**src/rtl/nibble_serial_adder_ctrl.sv**
```systemverilog
// nibble_serial_adder_ctrl: WIDTH-bit add run one nibble per cycle through one shared 4-bit CLA.
// Build option ADDER_SUB_EN adds a sub port that turns the operation into a - b.

// four_bit_cla: 4-bit carry-lookahead adder slice
module four_bit_cla (
  input  logic [3:0] a,
  input  logic [3:0] b,
  input  logic       cin,
  output logic [3:0] s,
  output logic       cout
);
  logic [3:0] p, g;
  logic [4:0] c;
  assign p = a ^ b;
  assign g = a & b;
  assign c[0] = cin;
  assign c[1] = g[0] | (p[0] & c[0]);
  assign c[2] = g[1] | (p[1] & g[0]) | (p[1] & p[0] & c[0]);
  assign c[3] = g[2] | (p[2] & g[1]) | (p[2] & p[1] & g[0]) | (p[2] & p[1] & p[0] & c[0]);
  assign c[4] = g[3] | (p[3] & g[2]) | (p[3] & p[2] & g[1]) | (p[3] & p[2] & p[1] & g[0])
              | (p[3] & p[2] & p[1] & p[0] & c[0]);
  assign s    = p ^ c[3:0];
  assign cout = c[4];
endmodule

module nibble_serial_adder_ctrl #(
  parameter int WIDTH = 16
) (
  input  logic             clk,
  input  logic             rst_n,
  input  logic             start,
  input  logic [WIDTH-1:0] a,
  input  logic [WIDTH-1:0] b,
  input  logic             cin,
`ifdef ADDER_SUB_EN
  input  logic             sub,
`endif
  output logic             busy,
  output logic             done,
  output logic [WIDTH-1:0] sum,
  output logic             cout
);
  localparam int NIBBLES = WIDTH / 4;
  localparam int IW = NIBBLES > 1 ? $clog2(NIBBLES) : 1;
  localparam logic [IW-1:0] LAST = IW'(NIBBLES - 1);

  typedef enum logic [1:0] {IDLE, RUN, DONE} state_t;
  state_t state, state_nxt;

  logic [WIDTH-1:0] a_reg, b_reg, b_in, nib_mask, nib_val;
  logic             carry, c_in, accept, last, cla_c;
  logic [IW-1:0]    idx;
  logic [IW+1:0]    sh;
  logic [3:0]       cla_a, cla_b, cla_s;

`ifdef ADDER_SUB_EN
  assign b_in = sub ? ~b : b;
  assign c_in = sub ? 1'b1 : cin;
`else
  assign b_in = b;
  assign c_in = cin;
`endif

  assign accept = (state == IDLE) && start;
  assign last   = idx == LAST;
  assign sh     = {idx, 2'b00};
  // shift-based nibble selection keeps every select in range, even for WIDTH=4
  assign cla_a    = 4'(a_reg >> sh);
  assign cla_b    = 4'(b_reg >> sh);
  assign nib_mask = WIDTH'(4'hf) << sh;
  assign nib_val  = WIDTH'(cla_s) << sh;

  four_bit_cla u_cla (
    .a    (cla_a),
    .b    (cla_b),
    .cin  (carry),
    .s    (cla_s),
    .cout (cla_c)
  );

  // state register
  always_ff @(posedge clk or negedge rst_n) begin
    if (!rst_n) state <= IDLE;
    else        state <= state_nxt;
  end

  // next state: IDLE waits for start, RUN walks the nibbles, DONE lasts one cycle
  always_comb begin
    state_nxt = state;
    if (state == IDLE)     state_nxt = start ? RUN : IDLE;
    else if (state == RUN) state_nxt = last ? DONE : RUN;
    else                   state_nxt = IDLE;
  end

  // handshake outputs decoded from state
  always_comb begin
    busy = state != IDLE;
    done = state == DONE;
  end

  // operand capture and per-nibble result/carry update
  always_ff @(posedge clk or negedge rst_n) begin
    if (!rst_n) begin
      a_reg <= '0;
      b_reg <= '0;
      carry <= 1'b0;
      idx   <= '0;
      sum   <= '0;
      cout  <= 1'b0;
    end else if (accept) begin
      a_reg <= a;
      b_reg <= b_in;
      carry <= c_in;
      idx   <= '0;
    end else if (state == RUN) begin
      sum   <= (sum & ~nib_mask) | nib_val;
      carry <= cla_c;
      idx   <= last ? idx : idx + 1'b1;
      if (last) cout <= cla_c;
    end
  end
endmodule
```
**config.mk**
```make
export PLATFORM = sky130hd
export DESIGN_NAME = nibble_serial_adder_ctrl
export DESIGN_NICKNAME = d
export VERILOG_FILES = /design/src/rtl/nibble_serial_adder_ctrl.sv
export SDC_FILE = /design/constraint.sdc
export NUM_CORES = 1
export LEC_CHECK = 0
export BUFFER_PORTS_ARGS = -buffer_cell sky130_fd_sc_hd__clkbuf_2
export CORE_ASPECT_RATIO = 0.8
export CORE_UTILIZATION = 45
export CTS_BUF_LIST = sky130_fd_sc_hd__clkbuf_16
export DETAILED_ROUTE_END_ITERATION = 7
export PLACE_DENSITY = 0.73
export RECOVER_POWER = 50
export SYNTH_ARGS = -nofsm -noshare
export SYNTH_HDL_FRONTEND = slang
export SYNTH_SLANG_ARGS = --single-unit
export TNS_END_PERCENT = 30
```
**constraint.sdc**
```tcl
create_clock -name clk -period 2.6 [get_ports clk]
set_input_delay 0 -clock clk [delete_from_list [all_inputs] [get_ports clk]]
set_output_delay 0 -clock clk [all_outputs]
set_load 0.01 [all_outputs]
```
==> summary.md <==
| Metric | Value |
|---|---|
| # fillers | `around 430` |
| Vias | `between 1500 and 2000` |
| Initial DRC count | `roughly 90` |
| Post-synth top flop | `dfrtp_1` |
| RSZ-0062 raised after global routing | `no` |
| Placed instance area | `2900 µm²` |
| Async SR Flop Fraction | `100%` |
| Vias per inst | `about 5` |
| Reg2Reg Launch Point | `idx[0]` |
| Crit Path Max Fanout | `9` |
| Die area | `about 6000 µm²` |
| FMAX | `about 420 MHz` |
| Final worst path period share | `about nine tenths` |
| Syn nets | `roughly 210` |
| Yosys top cell area share | `between 50% and 60%` |
| Most frequent cell after synthesis | `dfrtp_1` |
| Synth Area per Inst | `between 15 and 20 µm²` |
| Leakage | `1.58 nW` |
| I/O Pins | `55` |
| Hold_sp | `start` |
| Drt pass-1 iters | `4` |
| Area Growth Syn to Fin | `30.7%` |
| CTS Buf Count | `5` |
| Area leader, netlist | `dfrtp_1` |
| GRT overflow | `0` |
| Startpoint class of the critical path | `flop` |
| Power share of the combinational group | `between 50% and 60%` |
| Ant. Diodes | `0` |
| Setup Skew | `0.00625 ns` |
| Final hold violations | `0` |
| Htree depth | `2` |
| Port buffer count | `54` |
| HP Class | `in2reg` |
| CP top delay family | `multiplexers` |
| Pins over their slew limit | `33` |
| Starting Density | `a little under half` |
| Global-route wire length before repair | `approximately 9.3 mm` |
| Largest net degree at the start of global routing | `33` |
| Library cells used by synthesis | `26` |
| Crit. End Element | `flop` |
| Max-slew headroom | `-13.4%` |
| Clock share of power | `a little over an eighth` |
| Global placement routability congestion | `approximately 0.74` |
| Setup slack after placement | `-0.0210 ns` |
| Synthesized area | `approximately 2600 µm²` |
| Worst-path cell chain | `mux4_2 > ha_1 > a41oi_1 > o21ai_1 > xor2_2 > a22o_1` |
| CP bufs+invs | `0` |
| Clk root buf | `clkbuf_16` |
| Final setup vio count | `0` |
| Switching power share of the total | `about two fifths` |
| Drt total wl | `between 5 and 6 mm` |
| Arr. time, crit path | `approximately 2.6 ns` |
| TNS Setup | `0 ns` |
| # rows | `24` |
| Worst-Skew Late Latency | `~0.28 ns` |
| Nets | `around 300` |
| Crit Path Class | `reg2reg` |
| CP Launch Point | `idx[0]` |
| CP peak stage delay | `about 0.60 ns` |
| Post-synth EDFFs | `0` |
| Final instance area | `3370 µm²` |
| Flop pwr share | `about a third` |
| Maximum VDD drop | `0.702 mV` |
| Max-cap violations | `1` |
| Int Pwr | `2.91 mW` |
| Pwr/cell area | `approximately 1400 nW/µm²` |
| Min Hold Slack | `approximately 0.11 ns` |
| Vias in the first global route | `around 1900` |
| Synth cell count leaders | `dfrtp_1 (54), mux2_4 (29), a22o_1 (17)` |
| Worst-Margin Slew | `between 1.5 and 2 ns` |
| Layout cells sized above 1 | `between 30% and 40%` |
| Critical path's slowest cell | `mux4_2` |
| DRC | `0` |
| Die Height | `around 70 µm` |
| CP required | `roughly 2.8 ns` |
| DP HPWL | `between 3 and 4 mm` |
| Fin crit period | `2.38 ns` |
| Per-cell routed wire length | `16.0 µm` |
| Failing checks | `max-capacitance violations, max-slew violations` |
| Core Area | `between 5000 and 6000 µm²` |
| Status | `finished with violations` |
| Max clock buf depth | `2` |
| Width of the die | `86.6 µm` |
| Top cells by area, synth | `dfrtp_1 (52%), mux2_4 (17%), mux4_2 (7.0%), a22o_1 (5.8%), ha_1 (4.4%)` |
| Clock transition at path regs | `0.07 ns` |
| GRT Util Overall | `20.0%` |
| Post-DRT Antenna Nets | `0` |
| CTS tree | `done` |
| Total power | `about 4.7 mW` |
| Initial antenna violation count | `0` |
| Seq cells post-synth | `54` |
| Syn Inst Count | `roughly 160` |
| Seq/Total Area, Yosys | `between 50% and 60%` |
| Min setup slack post-route | `about 0.22 ns` |
| Yosys Warn Count | `0` |
| CTS Sinks | `54` |
| Switch Pwr | `between 1.5 and 2 mW` |
## cell type report
type,instances,area (µm²),share of cell area [%]
Clock buffer,5,125,3.72
Clock inverter,3,16.3,0.483
Inverter,6,22.5,0.669
Multi-Input combinational cell,98,1130,33.7
Sequential cell,54,1350,40.2
Tap cell,78,97.6,2.90
Timing Repair Buffer,92,617,18.3
## power by group through the flow
| stage | Sequential [mW] | Combinational (mW) | Clock (mW) |
|---|---|---|---|
| floorplan | 1.52 | 1.89 | 0 |
| CTS | 1.60 | 2.47 | 0.639 |
| detailed placement | 1.60 | 2.43 | 0 |
| global placement | 1.60 | 2.35 | 0 |
| global route | 1.66 | 2.69 | 0.676 |
| finish | 1.60 | 2.46 | 0.632 |
## cells in the final DEF, fill, tap and decap left out
master,synthesis,routed
clkinv_2,0,1
fa_1,1,1
a41oi_1,1,1
dfrtp_1,54,52
nor2_8,1,1
xnor2_1,1,1
mux2_2,4,4
inv_1,6,6
a21oi_1,3,3
clkinv_1,0,1
nand2b_1,1,1
o211ai_1,1,1
a22o_1,17,17
mux4_2,8,8
clkbuf_1,0,19
nor3_1,4,4
o21ai_0,2,2
o21ai_1,1,1
clkbuf_16,0,5
a21o_1,1,1
dlygate4sd3_1,0,34
clkbuf_2,0,35
nand2_1,6,6
and2b_2,2,2
nor2_1,3,3
xor2_1,2,1
clkinvlp_4,0,1
ha_1,9,9
buf_4,1,4
mux2_4,29,29
or2_0,0,1
xor2_2,0,1
dfrtp_2,0,2
## worst paths after layout
kind	endpoint	slack [ns]	cells past startpoint
max	sum[11]	0.22	6
min	carry	0.11	4
max reg2reg	sum[11]	0.22	6
min reg2reg	sum[9]	0.50	1
max in group asynchronous	idx[0]	0.77	3
min in group asynchronous	sum[5]	0.69	2
## metal layers
| metal | vias to the layer above | part of all wire (%) | global-route usage (%) |
|---|---|---|---|
| li1 | 786 | - | - |
| met1 | 844 | 47 | 28.5 |
| met2 | 53 | 48 | 31.7 |
| met3 | 6 | 4.0 | 4.40 |
| met4 | 0 | 1.1 | 4.07 |
| met5 | - | 0 | 0 |
## logic make-up (layout without fill, tap and decap cells)
logic type / Yosys count / count (layout) / synth area share [%]
compound gates: 26 / 26 / 7.87
simple gates: 18 / 18 / 4.13
fa+ha+maj: 10 / 10 / 5.15
flops: 54 / 54 / 52.5
mux: 41 / 41 / 25.7
xor+xnor: 3 / 3 / 1.02
buf+inv: 11 / 106 / 3.69
## stage by stage
stage,std cells,utilization [%]
2_1_floorplan,163,-
3_3_place_gp,294,52.8
3_5_place_dp,294,52.8
4_1_cts,336,61.6
5_1_grt,336,61.2
6_report,336,61.2
## worst min-delay path, cell delays in order
cell and delay [ns]:
clkbuf_2 0.09, nor2_1 0.10, o21ai_0 0.08, o211ai_1 0.09
## timing repair
action,CTS,global route
pin swaps,0,0
hold buffers,34,0
setup endpoints to repair,4,4
buffers inserted,0,0
hold endpoints to repair,64,0
gates resized for setup,1,2
No activity file was read; power rests on OpenSTA's default activity.
